### src/rtl/ringosc_freq_lock_ctrl.sv
// Frequency-lock controller for the PLL ring oscillator: counts divided-osc edges
// per window of clk cycles and steps the vdd DAC code one LSB toward the target.
module ringosc_freq_lock_ctrl #(
    parameter int unsigned CNT_W     = 16,
    parameter int unsigned WIN_W     = 16,
    parameter int unsigned CODE_W    = 8,
    parameter int unsigned CODE_INIT = 128,
    parameter int unsigned LOCK_N    = 4
) (
    input  logic              clk,
    input  logic              rst,
    input  logic              en,
    input  logic              osc_in,
    input  logic [CNT_W-1:0]  target_cnt,
    input  logic [CNT_W-1:0]  tol,
    input  logic [WIN_W-1:0]  win_len,
    output logic [CODE_W-1:0] code_out,
    output logic [CNT_W-1:0]  meas_cnt,
    output logic              win_done,
    output logic              locked,
    output logic              at_rail
);

    localparam int unsigned LK_W = $clog2(LOCK_N + 1);

    localparam logic [1:0] S_IDLE    = 2'd0;
    localparam logic [1:0] S_MEASURE = 2'd1;
    localparam logic [1:0] S_ADJUST  = 2'd2;

    localparam logic [CNT_W-1:0]  CNT_MAX  = {CNT_W{1'b1}};
    localparam logic [CODE_W-1:0] CODE_MAX = {CODE_W{1'b1}};
    localparam logic [LK_W-1:0]   LOCK_TGT = LK_W'(LOCK_N);

    logic [1:0]        state_q, state_d;
    logic [2:0]        sync_q;
    logic [CNT_W-1:0]  cnt_q, cnt_d;
    logic [WIN_W-1:0]  win_q, win_d;
    logic [LK_W-1:0]   lock_q, lock_d;
    logic [CODE_W-1:0] code_q, code_d;
    logic [CNT_W-1:0]  meas_q, meas_d;
    logic              win_done_q, win_done_d;
    logic              locked_q, locked_d;
    logic              at_rail_q, at_rail_d;

    logic              edge_c;
    logic [WIN_W-1:0]  win_load_c;
    logic [CNT_W-1:0]  lo_c;
    logic [CNT_W:0]    hi_c;
    logic              below_c;
    logic              above_c;

    // sync_q[0]/[1] form the synchronizer, sync_q[2] is the edge-detect delay
    assign edge_c     = sync_q[1] & ~sync_q[2];
    assign win_load_c = (win_len == '0) ? WIN_W'(1) : win_len;
    assign lo_c       = (tol > target_cnt) ? '0 : target_cnt - tol;
    assign hi_c       = {1'b0, target_cnt} + {1'b0, tol};
    assign below_c    = cnt_q < lo_c;
    assign above_c    = {1'b0, cnt_q} > hi_c;

    always_ff @(posedge clk or posedge rst) begin
        if (rst) begin
            state_q    <= S_IDLE;
            sync_q     <= '0;
            cnt_q      <= '0;
            win_q      <= '0;
            lock_q     <= '0;
            code_q     <= CODE_W'(CODE_INIT);
            meas_q     <= '0;
            win_done_q <= 1'b0;
            locked_q   <= 1'b0;
            at_rail_q  <= 1'b0;
        end else begin
            state_q    <= state_d;
            sync_q     <= {sync_q[1:0], osc_in};
            cnt_q      <= cnt_d;
            win_q      <= win_d;
            lock_q     <= lock_d;
            code_q     <= code_d;
            meas_q     <= meas_d;
            win_done_q <= win_done_d;
            locked_q   <= locked_d;
            at_rail_q  <= at_rail_d;
        end
    end

    always_comb begin
        state_d    = state_q;
        cnt_d      = cnt_q;
        win_d      = win_q;
        lock_d     = lock_q;
        code_d     = code_q;
        meas_d     = meas_q;
        win_done_d = 1'b0;
        locked_d   = locked_q;
        at_rail_d  = at_rail_q;

        case (state_q)
            S_IDLE: begin
                if (en) begin
                    state_d = S_MEASURE;
                    cnt_d   = '0;
                    win_d   = win_load_c;
                end
            end
            S_MEASURE: begin
                if (!en) begin
                    state_d   = S_IDLE;
                    lock_d    = '0;
                    locked_d  = 1'b0;
                    at_rail_d = 1'b0;
                end else begin
                    if (edge_c && (cnt_q != CNT_MAX)) begin
                        cnt_d = cnt_q + CNT_W'(1);
                    end
                    win_d = win_q - WIN_W'(1);
                    if (win_q <= WIN_W'(1)) begin
                        state_d    = S_ADJUST;
                        win_done_d = 1'b1;
                    end
                end
            end
            S_ADJUST: begin
                if (!en) begin
                    state_d   = S_IDLE;
                    lock_d    = '0;
                    locked_d  = 1'b0;
                    at_rail_d = 1'b0;
                end else begin
                    meas_d  = cnt_q;
                    state_d = S_MEASURE;
                    cnt_d   = '0;
                    win_d   = win_load_c;
                    if (below_c || above_c) begin
                        lock_d   = '0;
                        locked_d = 1'b0;
                        // rail flag only when the needed step is blocked
                        if (below_c) begin
                            at_rail_d = (code_q == CODE_MAX);
                            if (code_q != CODE_MAX) begin
                                code_d = code_q + CODE_W'(1);
                            end
                        end else begin
                            at_rail_d = (code_q == '0);
                            if (code_q != '0) begin
                                code_d = code_q - CODE_W'(1);
                            end
                        end
                    end else begin
                        at_rail_d = 1'b0;
                        if (lock_q < LOCK_TGT) begin
                            lock_d = lock_q + LK_W'(1);
                        end
                        locked_d = (lock_d == LOCK_TGT);
                    end
                end
            end
            default: begin
                state_d = S_IDLE;
            end
        endcase
    end

    assign code_out = code_q;
    assign meas_cnt = meas_q;
    assign win_done = win_done_q;
    assign locked   = locked_q;
    assign at_rail  = at_rail_q;

endmodule

### config.mk
export PLATFORM = sky130hd
export DESIGN_NAME = ringosc_freq_lock_ctrl
export DESIGN_NICKNAME = d
export VERILOG_FILES = /design/src/rtl/ringosc_freq_lock_ctrl.sv
export SDC_FILE = /design/constraint.sdc
export NUM_CORES = 1
export LEC_CHECK = 0
export CAP_MARGIN = 10
export CORE_ASPECT_RATIO = 1.25
export CORE_MARGIN = 2
export CORE_UTILIZATION = 35
export CTS_CLUSTER_DIAMETER = 100
export DETAILED_ROUTE_END_ITERATION = 10
export PLACE_DENSITY = 0.67
export SYNTH_ARGS = -nofsm -noshare
export SYNTH_HDL_FRONTEND = slang
export SYNTH_SLANG_ARGS = --single-unit
### constraint.sdc
create_clock -name clk -period 5.3 [get_ports clk]
set_input_delay 0.53 -clock clk [delete_from_list [all_inputs] [get_ports clk]]
set_output_delay 0.53 -clock clk [all_outputs]
set_load 0.03 [all_outputs]
==> results.json <==
{
  "outcome": "finished, final reports clean",
  "globalplace.congestion": 0.890,
  "synth_top_flop_cell": "dfrtp_1",
  "io_pins": 79,
  "vias": 5385,
  "wl_met3_um": 404,
  "grt_max_degree": 59,
  "slew_viol_final": 0,
  "ir_drop_v": 0.000210,
  "yosys_warnings": 0,
  "fin_area_mm2": 0.00811,
  "period_needed_ns": 5.10,
  "syn_area_mm2": 0.00579,
  "stdcell_count": 1035,
  "clk_latency_ns": 0.33,
  "p_switching_mw": 0.516,
  "path_max_fanout": 4,
  "grt_pass1_wl_um": 25400,
  "grt_antenna_before_repair": 0,
  "tightest_slew_ns": 0.935,
  "cp_data_required_time_ns": 5.56,
  "leakage_nw": 3.67,
  "power_mw": 1.76,
  "wl_met2_um": 7810,
  "ant_nets": 0,
  "overflow": 0,
  "initial_core_util": 0.357,
  "core_mm2": 0.0162,
  "maxCapViolations": 0,
  "fin_crit_sh": 0.961,
  "min_path_type": "reg2reg",
  "synth-seq-cells": 67,
  "route.detailed.drc": 0,
  "comb_power_share": 0.308,
  "viasPerCell": 5.20,
  "diodes": 0,
  "drt_wl_total_um": 14900,
  "dieArea_mm2": 0.0176,
  "dpl-instance-area_mm2": 0.00735,
  "path_clk_slew_ns": 0.05,
  "dieWidth_um": 119,
  "syn_area_per_cell_um2": 8.68,
  "synth_seq_area_share": 0.290,
  "worst_ep_arrival_time_ns": 5.35,
  "ys_types": 74,
  "drive_above_1_share": 0.247,
  "finalNetCount": 942,
  "p_seq_frac": 0.320,
  "grt_pass1_vias": 5479,
  "syn_nets": 795,
  "path_class": "in2reg",
  "async_reset_ff_frac": 1.00,
  "cts_root_buf": "clkbuf_16",
  "multi_input_area_mm2": 0.00427,
  "clock_skew_ns": 0.00636,
  "max_freq_mhz": 196,
  "dp_hpwl_um": 11500,
  "top_layer_used": "met4",
  "wl_met1_um": 6290,
  "cellInternalPower_mw": 1.24,
  "crit_path_end_kind": "flop",
  "power_frac_clock": 0.372,
  "clk_path_buf_depth": 2,
  "fill_cells": 1524,
  "grt_usage": 0.175,
  "rows": 52,
  "netSwitchingFraction": 0.294,
  "synth_top_area_frac": 0.285,
  "synth_edf_count": 0,
  "finalHoldViolCount": 0,
  "area_growth_pct": 40.1,
  "dr.pass1.iters": 4,
  "drt-wirelength-per-cell_um": 14.4,
  "setup_viol": 0,
  "powerDensity_mw_per_mm2": 216,
  "ys_top_cells_by_area": "dfrtp_1, ha_1, a21oi_1, mux2_2, xnor2_1",
  "drt_iter0_markers": 298,
  "synth_top_area_cell": "dfrtp_1",
  "cts.sinks": 67,
  "dp_cells": 1009,
  "numCtsBuffers": 9,
  "synth_cells": 667,
  "die-height_um": 148,
  "portBuffers": 78,
  "crit_path_start_kind": "input pin",
  "seq_area_mm2": 0.00168,
  "cts_tree": "done",
  "ctsHoldBuffers": 0,
  "h-tree-depth": 3,
  "relSlewSlack": 0.375
}
Yosys cell counts (14+ instances only):
| master | instances |
|---|---|
| nor3_1 | 14 |
| nor2_1 | 59 |
| clkbuf_1 | 14 |
| inv_1 | 44 |
| a21oi_1 | 52 |
| dfrtp_1 | 66 |
| o21ai_0 | 31 |
| mux2_2 | 22 |
| nor4_1 | 16 |
| xnor2_1 | 28 |
| nand2_1 | 56 |
| nand3_1 | 19 |
| ha_1 | 73 |
placed cells by master, fill, tap and decap left out, types with 3 or more instances in the layout:
master	count
a21o_1	10
a21oi_1	43
a21oi_2	9
a221o_1	3
buf_4	74
buf_6	7
clkbuf_16	9
clkbuf_2	11
clkdlybuf4s50_1	61
dfrtp_1	66
dlymetal6s2s_1	3
ha_1	55
ha_4	17
inv_1	37
inv_2	7
mux2_2	22
mux2i_1	3
nand2_1	53
nand2b_1	10
nand3_1	18
nand3b_1	3
nand4_1	13
nor2_1	57
nor2b_1	7
nor3_1	13
nor3b_1	3
nor4_1	15
o211ai_1	4
o21a_1	4
o21ai_0	27
o21ai_1	3
o21bai_1	7
o22ai_1	9
o41ai_1	3
or3_1	7
or4_1	3
xnor2_1	27
xor2_1	12
critical path: stages:
cell and delay, ns:
clkbuf_2 0.09, inv_1 0.04, ha_2 0.17, a2111o_1 0.46, buf_6 0.13, buf_4 0.14
o2111ai_4 0.23, a31oi_4 0.11, a31oi_1 0.20, xnor2_1 0.13, nand2_1 0.11, ha_4 0.25
nand4_1 0.14, nor4_2 0.06, nor2b_4 0.13, nor4b_4 0.33, o2111ai_2 0.20, nand2_4 0.14
inv_6 0.05, ha_4 0.22, a21o_1 0.16, a21oi_2 0.14, nor2b_1 0.06, o21a_1 0.17
o41a_1 0.41, nor3_2 0.13, mux2i_1 0.10, a221o_1 0.32
logic make-up (layout without fill, tap and decap cells):
logic type	count (synthesis)	count (layout)	synth area share
compound gates	161	161	0.188
xor+xnor	40	40	0.0605
mux	26	26	0.0519
buf+inv	69	221	0.0474
flops	67	67	0.290
fa+ha+maj	76	76	0.168
simple gates	228	228	0.194
metal layers:
layer  vias up  track usage
li1       2701            -
met1      2570        0.202
met2        95        0.326
met3        19       0.0193
met4         0       0.0720
met5         -            0
flip-flops by register name (all words and copies together) (netlist names):
register,cells
lock_q,3
cnt_q,16
code_out,8
locked,1
at_rail,1
win_done,1
sync_q,3
state_q,2
meas_cnt,16
win_q,16
power groups by stage:
| stage | combinational (mW) | sequential [mW] | clock [mW] |
|---|---|---|---|
| 6_report | 0.541 | 0.561 | 0.653 |
| 5_1_grt | 0.601 | 0.565 | 0.684 |
| 4_1_cts | 0.516 | 0.561 | 0.667 |
| 2_1_floorplan | 0.298 | 0.566 | 0 |
| 3_3_place_gp | 0.473 | 0.569 | 0 |
| 3_5_place_dp | 0.479 | 0.569 | 0 |
area by class of cell:
| cell class | instances | area share |
|---|---|---|
| multi-input cells | 531 | 0.527 |
| flip-flops and latches | 67 | 0.207 |
| well taps | 216 | 0.0333 |
| clock buffers | 12 | 0.0316 |
| inverters | 46 | 0.0235 |
| clock inverters | 4 | 0.00895 |
| repair buffers | 159 | 0.169 |
worst paths after layout:
kind,startpoint,end,slack (ns),cells after the start
setup / recovery,tol[6],code_out[7]$_DFFE_PP1P_,0.20,28
min in group asynchronous,rst,win_q[5]$_DFFE_PP0P_,0.43,2
max in group asynchronous,rst,code_out[5]$_DFFE_PP0P_,3.91,3
setup reg to reg,cnt_q[2]$_DFFE_PP0P_,code_out[7]$_DFFE_PP1P_,1.59,17
hold / removal,sync_q[0]$_DFF_PP0_,sync_q[1]$_DFF_PP0_,0.36,0
hold reg to reg,sync_q[0]$_DFF_PP0_,sync_q[1]$_DFF_PP0_,0.36,0
stage by stage:
step	TNS, ns	setup WS, ns	utilization	hold slack (ns)
finish	0	0.205	0.501	0.356
detailed placement	-2.39	-0.790	0.454	0.352
global route	-0.0118	-0.0118	0.501	0.370
CTS	0	0.00253	0.491	0.364
global placement	-1.97	-0.673	0.454	0.334
floorplan	-0.0783	-0.0783	-	0.331
what timing repair did:
| action | 4_1_cts | 5_1_grt |
|---|---|---|
| setup buffers | 8 | 2 |
| pin swaps | 35 | 35 |
| setup endpoints to repair | 3 | 2 |
| resized for setup | 55 | 61 |
(Power assumes the default switching activity.)
